[src/rtl/fetch_pkg.sv]
// Shared fetch-stage types and constants: entry record, FSM state encoding,
// instruction size and a NOP word for debug fill.
package fetch_pkg;

  localparam int unsigned INSTR_BYTES = 4;
  localparam logic [31:0] NOP_INSTR   = 32'h0000_0013;  // ADDI x0, x0, 0

  typedef struct packed {
    logic [31:0] pc;
    logic [31:0] instr;
  } fetch_entry_t;

  typedef enum logic {
    RUN   = 1'b0,
    FAULT = 1'b1
  } fetch_state_e;

endpackage

[src/rtl/fetch_queue.sv]
// Small synchronous prefetch FIFO of fetch entries; flush wins over push/pop.
// Head reads as zero while empty so the decode-facing outputs are clean.
module fetch_queue
  import fetch_pkg::*;
#(
  parameter int unsigned DEPTH = 2
) (
  input  logic         clk,
  input  logic         rst_n,
  input  logic         flush_i,
  input  logic         push_i,
  input  logic         pop_i,
  input  fetch_entry_t wdata_i,
  output logic         full_o,
  output logic         empty_o,
  output fetch_entry_t head_o
);

  localparam int unsigned AW = (DEPTH > 1) ? $clog2(DEPTH) : 1;
  localparam int unsigned CW = $clog2(DEPTH + 1);

  logic [AW-1:0] rd_q, wr_q;
  logic [CW-1:0] cnt_q;
  fetch_entry_t  mem_q [DEPTH];
  logic          do_push, do_pop;

  function automatic logic [AW-1:0] ptr_inc(input logic [AW-1:0] p);
    return (p == AW'(DEPTH - 1)) ? '0 : p + AW'(1);
  endfunction

  assign full_o  = (cnt_q == CW'(DEPTH));
  assign empty_o = (cnt_q == '0);
  assign do_push = push_i && (!full_o || pop_i);
  assign do_pop  = pop_i && !empty_o;
  assign head_o  = empty_o ? '0 : mem_q[rd_q];

  always_ff @(posedge clk or negedge rst_n) begin
    if (!rst_n) begin
      rd_q  <= '0;
      wr_q  <= '0;
      cnt_q <= '0;
    end else if (flush_i) begin
      rd_q  <= '0;
      wr_q  <= '0;
      cnt_q <= '0;
    end else begin
      if (do_push) wr_q <= ptr_inc(wr_q);
      if (do_pop)  rd_q <= ptr_inc(rd_q);
      case ({do_push, do_pop})
        2'b10:   cnt_q <= cnt_q + CW'(1);
        2'b01:   cnt_q <= cnt_q - CW'(1);
        default: cnt_q <= cnt_q;
      endcase
    end
  end

  // Payload storage carries no reset; validity lives entirely in cnt_q.
  always_ff @(posedge clk) begin
    if (do_push && !flush_i) mem_q[wr_q] <= wdata_i;
  end

endmodule

[src/rtl/instruction_fetch.sv]
// RV32E fetch stage: PC register, ROM addressing, prefetch queue and redirect.
// Optional macro FETCH_MISALIGN_TRAP_EN adds the FAULT state and if_fault port.
module instruction_fetch
  import fetch_pkg::*;
#(
  parameter logic [31:0] RESET_PC    = 32'h0000_0000,
  parameter int unsigned QUEUE_DEPTH = 2
) (
  input  logic        clk,
  input  logic        reset,
  output logic [31:0] rom_addr,
  input  logic [31:0] rom_data,
  input  logic        redirect_valid,
  input  logic [31:0] redirect_pc,
  output logic        if_valid,
  input  logic        if_ready,
  output logic [31:0] if_instr,
  output logic [31:0] if_pc
`ifdef FETCH_MISALIGN_TRAP_EN
  ,
  output logic        if_fault
`endif
);

  fetch_state_e state_q;
  logic [31:0]  pc_q;
  logic         q_full, q_empty, pop, push, advance;
  fetch_entry_t head, wentry;

  assign pop      = if_valid && if_ready;
  assign push     = (state_q == RUN) && !redirect_valid;
  assign advance  = push && (!q_full || pop);
  assign rom_addr = {pc_q[31:2], 2'b00};
  assign wentry   = '{pc: rom_addr, instr: rom_data};

  fetch_queue #(
    .DEPTH (QUEUE_DEPTH)
  ) u_queue (
    .clk     (clk),
    .rst_n   (reset),
    .flush_i (redirect_valid),
    .push_i  (push),
    .pop_i   (pop),
    .wdata_i (wentry),
    .full_o  (q_full),
    .empty_o (q_empty),
    .head_o  (head)
  );

  assign if_valid = !q_empty;
  assign if_pc    = head.pc;
  assign if_instr = head.instr;
`ifdef FETCH_MISALIGN_TRAP_EN
  assign if_fault = (state_q == FAULT);
`endif

  always_ff @(posedge clk or negedge reset) begin
    if (!reset) begin
      state_q <= RUN;
      pc_q    <= RESET_PC;
    end else if (redirect_valid) begin
`ifdef FETCH_MISALIGN_TRAP_EN
      // Keep the misaligned target in pc so the trap handler can see it.
      state_q <= (redirect_pc[1:0] != 2'b00) ? FAULT : RUN;
      pc_q    <= redirect_pc;
`else
      state_q <= RUN;
      pc_q    <= {redirect_pc[31:2], 2'b00};
`endif
    end else if (advance) begin
      pc_q <= pc_q + 32'(INSTR_BYTES);
    end
  end

endmodule

[config.mk]
export PLATFORM = sky130hd
export DESIGN_NAME = instruction_fetch
export DESIGN_NICKNAME = d
export VERILOG_FILES = /design/src/rtl/fetch_pkg.sv /design/src/rtl/fetch_queue.sv /design/src/rtl/instruction_fetch.sv
export SDC_FILE = /design/constraint.sdc
export NUM_CORES = 1
export LEC_CHECK = 0
export BUFFER_PORTS_ARGS = -buffer_cell sky130_fd_sc_hd__buf_2
export CORE_ASPECT_RATIO = 1.2
export CORE_MARGIN = 2
export CORE_UTILIZATION = 58
export CTS_CLUSTER_DIAMETER = 60
export DETAILED_ROUTE_END_ITERATION = 8
export PLACE_DENSITY = 0.93
export SLEW_MARGIN = 20
export SYNTH_ARGS = -nofsm -noshare
export SYNTH_HDL_FRONTEND = slang
export SYNTH_HIERARCHICAL = 1
export SYNTH_SLANG_ARGS = --single-unit
[constraint.sdc]
create_clock -name clk -period 15.9 [get_ports clk]
set_clock_uncertainty 0.1 [all_clocks]
set_input_delay 0.795 -clock clk [delete_from_list [all_inputs] [get_ports clk]]
set_output_delay 0.795 -clock clk [all_outputs]
set_load 0.02 [all_outputs]
Word level (Yosys, flattened, before mapping)
Memories as Yosys holds them, arrays and structs flattened.
Cells that the tools add are included.
Operators by class
  add/subtract/negate cells: 5
  multipliers: 0
  div/mod/pow operators: 0
  magnitude comparators: 0
  eq/ne operators: 3
  shift operators: 0
  muxes and demuxes: 13
  bitwise gates (word level): 0
  reduce and logical (&&, ||, !) cells: 12
Operators by type and width (number)
  two-way mux 32 bit: 2
  two-way mux 64 bit: 1
  adder 32 x 3 -> 32 bit (second input constant): 1
  two-way mux 1 bit: 8
  == test 2 bit (second input constant): 2
  logical AND 1 bit: 4
  one-hot mux 2 bit (2 select lines): 1
  nonzero test 2 bit: 2
  logical NOT 1 bit: 3
  nonzero test 3 bit: 1
  adder 1 bit (second input constant): 2
  adder 2 x 1 -> 2 bit (second input constant): 1
  == test 2 x 1 -> 1 bit (second input constant): 1
  logical NOT 2 bit: 1
  two-way mux 2 bit: 1
  subtractor 2 x 1 -> 2 bit (second input constant): 1
  logical OR 1 bit: 1
Word-level totals
  register bits: 36
  latch bits: 0
  RAM bits: 124
  memory bits (read-only): 0
  input port bits: 68
  output and inout bits: 97
  logic and storage cells: 38
  memories: 1
Memories
  u_queue.mem_q: words 2, bits a word 62, rd ports 1, clocked after Yosys merged registers in 0, wr ports 1, line fetch_queue.sv:24  | fetch_entry_t mem_q [DEPTH];

Depth between registers and ports, before layout
Gate-level depths: netlist of run 1.
  depth in word-level cells: 8
  mapped depth: 8
  mapped depth without buffers: 6

Modules after synthesis
The synthesis of run 1 kept the hierarchy.
By module, submodules not included
  fetch_queue: times used 1, cells each 295, area an instance 5048.6 um^2, seq. area each 3943.8 um^2
  instruction_fetch: times used 1, cells each 226, area an instance 1936.9 um^2, seq. area each 750.7 um^2

Worst setup path before layout of run 1
OpenSTA, ideal clock, no wires.
  path type: in2reg
  start: input redirect_valid
  end: memory u_queue/mem_q[1][0] (netlist bit), enable pin
  library setup time: 0.578 ns
  arrival: 6.414 ns
  data required time: 15.222 ns
  path slack: 8.809 ns
  stages on the path: 6
  path buffers: 2
  cells stage by stage: clkbuf_1 > inv_1 > clkbuf_1 > inv_1 > a21o_1 > nor3b_1
On the way
  longest elaborated chain between the ends: 5
Ends and longest elaborated chain
  from (decl): line instruction_fetch.sv:13  | input logic redirect_valid,
  logical NOT 1 bit (*): line instruction_fetch.sv:31  | assign push = (state_q == RUN) && !redirect_valid;
  named net push: line instruction_fetch.sv:27  | logic q_full, q_empty, pop, push, advance;
  logical AND 1 bit: line fetch_queue.sv:33  | assign do_push = push_i && (!full_o || pop_i);
  logical AND 1 bit (*): line fetch_queue.sv:59  | if (do_push && !flush_i) mem_q[wr_q] <= wdata_i;
  two-way mux 1 bit (*): line fetch_queue.sv:59
  two-way mux 1 bit (implied by the code) (*): line fetch_queue.sv:59
  to (decl): line fetch_queue.sv:24
Mark *: on every way through the listed nets, which the timed path passes. The rest lies on a longest branch.

Final worst setup path of run 1
  start: input redirect_valid
  end: memory u_queue/mem_q[1][9] (netlist bit), enable pin
On the way
  longest elaborated chain between the ends: 5
Ends and longest elaborated chain (line)
  logical NOT 1 bit (*): fetch_queue.sv:59, instruction_fetch.sv:31
  logical AND 1 bit: fetch_queue.sv:33
  logical AND 1 bit (*): fetch_queue.sv:59
  two-way mux 1 bit (*): fetch_queue.sv:59
  two-way mux 1 bit (implied by the code) (*): fetch_queue.sv:59
Every way passes the cells marked *; elsewhere a longest branch is shown, timed or not.

==> flow_summary.json, run 1 <==
{
  "p_comb_share_pct": 13.0,
  "fin_cells": 852,
  "critPathTopFamily": "buffers and inverters",
  "maxCapViolations": 0,
  "setup_violations": 0,
  "asyncSetResetFlopFracSynth_pct": 20.99,
  "syn-cell-area_um2": 6985,
  "postPlaceCellArea_um2": 7906,
  "grt_pass1_vias": 4920,
  "grt_pass1_wl_um": 24640,
  "h-tree-depth": 4,
  "tns_ns": 0,
  "syn_to_final_growth_pct": 21.62,
  "worstSetupPathType": "in2reg",
  "synth_cells": 521,
  "drtIter0Drc": 373,
  "cp_slowest_stage_delay_ns": 0.70,
  "min_period_over_period_pct": 19.88,
  "grt_use_total_pct": 24.33,
  "worst-path-buf-inv": 4,
  "outcome": "completed",
  "grt_overflow": 0,
  "fin_nets": 751,
  "max-vdd-ir-drop_mv": 0.07971,
  "cts_hold_buf": 0,
  "fin_crit_ns": 3.162,
  "vias": 4850,
  "power_switching_w": 0.0002726,
  "p_leak_nw": 3.230,
  "drt_drc_violations_left": 0,
  "drtAntennaViolNets": 0,
  "ios": 165,
  "antenna_found_initial": 0,
  "finalHoldViolations": 0,
  "ys.warnings.count": 6,
  "met2_length_um": 7907,
  "clock-root-buffer": "clkbuf_16",
  "crit_path_frequent_cell": "inv_1",
  "cp_max_fo": 56,
  "multi_input_area_um2": 2128,
  "core_area_um2": 11670,
  "final_cell_mix": "160 x buf_2, 128 x edfxtp_1, 82 x nor2_1",
  "cp_slowest_cell": "inv_1",
  "port_buffers": 160,
  "drive_gt1_share_pct": 30.79,
  "place_congestion": 0.8498,
  "cp.required_ns": 15.86,
  "pwr-share-seq_pct": 49.9,
  "internal-power_w": 0.0007482,
  "cts_sinks": 162,
  "via_per_inst": 5.692,
  "n_fill_cell": 769,
  "cts_resized": 0,
  "dieArea_um2": 12940,
  "cts_buffers": 17,
  "ys.flop_type": "edfxtp_1",
  "design_area_um2": 8496,
  "fp.dieW_um": 104.2,
  "netSwitchingFraction_pct": 26.70,
  "avgSynthCellArea_um2": 13.41,
  "wl_um": 15180,
  "drtPass1Iterations": 5,
  "rsz0062_at_grt": "false",
  "dpl.cell_count": 819,
  "start_util_pct": 59.83,
  "wl_met3_um": 981,
  "postCtsSetupBuffers": 0,
  "path_cells": "buf_2 > inv_1 > inv_1 > a21o_1 > nor3b_2 > buf_4",
  "endpoint_kind": "flip-flop",
  "yosys_register_bits": 162,
  "ys_types": 58,
  "clock_power_share_pct": 37.1,
  "fmax_ghz": 0.3163,
  "wl_per_cell_um": 17.82,
  "seq_area_um2": 4698,
  "hold_class": "in2async",
  "cts_buffer_depth": 2,
  "cts_tree": "built",
  "hpwl_um": 9777,
  "routed.top_layer": "met4",
  "crit_arrival_ns": 3.12,
  "core.rowCount": 43,
  "synth-edff-count": 128,
  "diodes": 0,
  "wl_met1_um": 6001,
  "slew_violations": 0,
  "grt_start_max_net_pins": 67,
  "path_clk_slew_ns": 0.06,
  "tightest_slew_ns": 0.9184,
  "start_kind": "primary input",
  "die_h_um": 124.2,
  "synth_seq_area_share_pct": 67.20,
  "powerDensity_nw_per_um2": 120.2,
  "fin_util_pct": 72.77,
  "max-slew-margin-rel_pct": 38.78,
  "layout_commonest_cell": "buf_2",
  "clkLatencyLatePin_ns": 0.41
}
==> cell type report <==
| class | instances | share of cell area (%) |
|---|---|---|
| sequential | 162 | 55.30 |
| multi-input combinational | 323 | 25.05 |
| timing repair buffer | 166 | 10.19 |
| clock buffer | 17 | 5.007 |
| tap | 157 | 2.312 |
| clock inverter | 15 | 1.605 |
| inverter | 12 | 0.5302 |
==> worst paths after layout <==
check                                  from              endpoint  slack (ns)  cells past startpoint
max                          redirect_valid   u_queue/mem_q[1][9]       12.74                      6
max in group asynchronous             reset          u_queue/rd_q       14.76                      1
max reg2reg                u_queue/cnt_q[0]   u_queue/mem_q[1][9]       13.26                      7
min reg2reg                        pc_q[30]  u_queue/mem_q[0][62]        0.47                      0
min                                   reset               pc_q[6]        0.36                      1
min in group clk               rom_data[18]  u_queue/mem_q[0][18]        0.47                      1
==> metal layers <==
| metal | vias to the layer above | track usage (%) |
|---|---|---|
| li1 | 2267 | - |
| met1 | 2318 | 30.86 |
| met2 | 236 | 41.64 |
| met3 | 29 | 4.298 |
| met4 | 0 | 9.698 |
| met5 | - | 0 |
==> worst register-to-register path, stage by stage, from the launching register on <==
cell and delay [ns]:
dfrtp_1 0.49, nor2_4 0.07, nand2b_1 0.35, inv_1 0.25
inv_1 0.10, a21o_1 0.22, nor3b_2 0.26, buf_4 0.45
==> power by group through the flow <==
stage	Clock, W	Sequential, W	Combinational [W]
4_1_cts	0.000385	0.000512	0.000130
6_report	0.000379	0.000510	0.000132
2_1_floorplan	0	0.000521	0.0000766
3_5_place_dp	0	0.000520	0.000129
3_3_place_gp	0	0.000517	0.000124
5_1_grt	0.000402	0.000513	0.000143
==> cell families after synthesis <==
group	synth area share, %
buf+inv	2.848
compound gates	7.021
other cells	0.05368
mux	9.529
xor+xnor	1.128
flops	67.20
simple gates	12.04
fa+ha+maj	0.1791
==> synth_stat cells (5+ instances only) <==
library cell	n	area, um2
a211oi_1	5	37.54
a21oi_1	5	25.02
a31oi_1	9	56.30
buf_2	6	30.03
buf_4	8	60.06
clkbuf_1	12	45.04
dfrtp_1	34	850.8
edfxtp_1	128	3844
inv_1	12	45.04
mux2i_1	65	650.6
nand2_1	23	86.33
nand3_1	11	55.05
nand4_1	7	43.79
nor2_1	83	311.6
nor2b_1	6	37.54
nor3_1	7	35.03
o21ai_0	15	75.07
o31ai_1	9	67.56
or4_1	7	52.55
xnor2_1	8	70.07
==> registers in the layout, summed over array words and instances, names as in the netlist <==
register and flops:
u_queue/mem_q 128, pc_q 30, u_queue/cnt_q 2, u_queue/rd_q 1, u_queue/wr_q 1
==> per-stage QoR <==
stage | power, W | hold slack, ns | setup slack [ns]
after floorplan | 0.0005977 | 0.3994 | 8.809
after global placement | 0.0006410 | 0.4344 | 12.52
after detailed placement | 0.0006486 | 0.4495 | 12.43
after CTS | 0.001027 | 0.3673 | 12.77
after global routing | 0.001058 | 0.4153 | 12.56
final | 0.001021 | 0.3575 | 12.74
(Power assumes the default switching activity.)
==> run 2: changes to the inputs <==
Settings changed: ABC_AREA set to 1, CORE_UTILIZATION 58 to 49, PLACE_DENSITY 0.93 to 0.84.
Clock period 15.9 ns to 2.73 ns, I/O delays scaled along.
==> flow_summary.json, run 2 <==
{
  "drtAntennaViolNets": 0,
  "ys.warnings.count": 6,
  "cts_resized": 0,
  "ys_types": 33,
  "ys.flop_type": "edfxtp_1",
  "final_cell_mix": "260 x nand2_1, 160 x buf_2, 128 x edfxtp_1",
  "max-vdd-ir-drop_mv": 0.4027,
  "path_clk_slew_ns": 0.06,
  "finalHoldViolations": 0,
  "crit_arrival_ns": 2.27,
  "maxCapViolations": 0,
  "fin_util_pct": 65.22,
  "grt_pass1_wl_um": 28980,
  "drtPass1Iterations": 5,
  "grt_overflow": 0,
  "cts_tree": "built",
  "reg_top3": "u_queue/mem_q (128), pc_q (30), u_queue/cnt_q (2)",
  "ys_top_cells_by_count": "263 x nand2_1, 128 x edfxtp_1, 52 x nand3_1",
  "cts_hold_buf": 63,
  "power_switching_w": 0.001944,
  "drt_drc_violations_left": 0,
  "layout_commonest_cell": "nand2_1",
  "synth.top_cell.area_share_pct": 51.80,
  "postCtsSetupBuffers": 0,
  "yosysTopAreaCell": "edfxtp_1",
  "yosysMostFrequentCell": "nand2_1",
  "drtIter0Drc": 344,
  "rsz0062_at_grt": "false",
  "vias": 5926,
  "grt_start_max_net_pins": 65,
  "p_leak_nw": 4.071,
  "synth_area_leaders": "edfxtp_1 52%, nand2_1 13%, dfrtp_1 11%, a21oi_2 5.9%, nand3_1 3.5%",
  "cts_buffers": 17,
  "ios": 165,
  "dpl.cell_count": 1070,
  "power_w": 0.006559,
  "tightest_slew_ns": 1.006,
  "hold_class": "in2reg",
  "grt_pass1_vias": 5864,
  "fin_crit_ns": 2.506,
  "largest_reg_flops": 128,
  "diodes": 0,
  "cp.required_ns": 2.49,
  "hold_start": "if_ready",
  "internal-power_w": 0.004615,
  "grt_use_total_pct": 23.50,
  "h-tree-depth": 4,
  "max-slew-margin-rel_pct": 32.93,
  "place_congestion": 0.9025,
  "start_util_pct": 49.80,
  "largest-register": "u_queue/mem_q",
  "min_period_over_period_pct": 91.81,
  "clock_power_share_pct": 35.5,
  "asyncSetResetFlopFracSynth_pct": 20.99,
  "fin_nets": 1017,
  "syn_to_final_growth_pct": 30.96,
  "outcome": "completed",
  "worstSetupPathType": "reg2out",
  "cts_sinks": 162,
  "synth_seq_area_share_pct": 63.27,
  "via_per_inst": 5.087,
  "yosys_register_bits": 162,
  "dieArea_um2": 16150,
  "cts_buffer_depth": 2,
  "pwr-share-seq_pct": 45.7,
  "fin_cells": 1165,
  "clkLatencyLatePin_ns": 0.42,
  "drive_gt1_share_pct": 29.76,
  "r2r-start": "u_queue/cnt_q[0]",
  "p_comb_share_pct": 18.8,
  "synth_cells": 720,
  "slew_violations": 0,
  "powerDensity_nw_per_um2": 675.0,
  "syn-cell-area_um2": 7420,
  "port_buffers": 160,
  "hpwl_um": 11410,
  "final.setup.worst_slack_ns": 0.2237,
  "start_kind": "flip-flop",
  "wl_um": 18550,
  "critPathLaunch": "u_queue/cnt_q[0]",
  "core_area_um2": 14900,
  "endpoint_kind": "output pin",
  "avgSynthCellArea_um2": 10.31,
  "netSwitchingFraction_pct": 29.63,
  "setup_violations": 0,
  "core.rowCount": 49,
  "die_h_um": 138.8,
  "cp_max_fo": 64,
  "fmax_ghz": 0.3990,
  "holdWs_ns": 0.08306,
  "synth-edff-count": 128,
  "fp.dieW_um": 116.3,
  "dpl_worst_slack_ns": 0.5366,
  "antenna_found_initial": 0,
  "clock-root-buffer": "clkbuf_16",
  "wl_per_cell_um": 15.92
}
-- run 2: changes by cell type in the layout (fill, tap and decap cells not counted), sizes merged, moves of 7 or more --
cell	before	now
nand2	23	268
a21oi	5	68
dlygate4sd3	0	63
xnor2	8	1
nor2b	8	0
nand3	13	52
mux2i	65	0
or4	7	0
a31oi	9	1
o31ai	9	0
nor2	83	51
inv	14	51
-- run 2: critical path: stages, from the launching register on --
cell and delay, ns:
dfrtp_1 0.45, inv_2 0.08, nand2_2 0.07, clkinv_2 0.09, buf_4 0.77, a21oi_1 0.15, buf_2 0.23
-- run 2: power by group through the flow --
stage / sequential, W / clock (W) / combinational, W
after floorplan: 0.00306 / 0 / 0.000738
after global placement: 0.00303 / 0 / 0.00113
after detailed placement: 0.00304 / 0 / 0.00115
after CTS: 0.00299 / 0.00237 / 0.00123
after global routing: 0.00301 / 0.00247 / 0.00134
final: 0.00300 / 0.00233 / 0.00123
-- run 2: path summary, 6_finish.rpt --
check / cells past startpoint / slack [ns] / to
min: 5 / 0.08 / u_queue/rd_q
max: 6 / 0.22 / if_pc[12]
min in group asynchronous: 2 / 0.26 / pc_q[6]
max reg2reg: 11 / 0.47 / u_queue/mem_q[1][9]
max in group asynchronous: 2 / 1.68 / u_queue/rd_q
min reg2reg: 2 / 0.43 / u_queue/wr_q
-- run 2: cells by family after synthesis --
kind of cell | after synthesis | share of synthesized area (%)
adders and majority gates | 1 | 0.1686
buffers and inverters | 79 | 5.008
xor gates and xnor gates | 7 | 0.8263
and+or+nand+nor | 381 | 21.72
AOI/OAI and AO/OA | 89 | 8.955
other | 1 | 0.05054
DFF | 162 | 63.27
-- run 2: stage by stage --
| stage | TNS (ns) | area, um2 |
|---|---|---|
| global placement | 0 | 8504 |
| detailed placement | 0 | 8504 |
| finish | 0 | 9717 |
| CTS | 0 | 9717 |
| floorplan | -28.54 | 7491 |
| global route | 0 | 9717 |
-- run 2: final cells by class --
cell class / count / area, um2
fill: 1108 / 5181
sequential: 162 / 4696
multi-input combinational: 484 / 2409
timing repair buffer: 235 / 1584
clock buffer: 17 / 425.4
tap: 204 / 255.2
inverter: 48 / 191.4
clock inverter: 15 / 156.4
-- run 2: metal layers --
layer	vias up	part of all wire (%)	global-route usage [%]
met2	257	52	41.59
met4	0	2.1	8.647
met5	-	0	0
met3	35	6.5	5.157
met1	2777	39	27.63
li1	2857	-	-
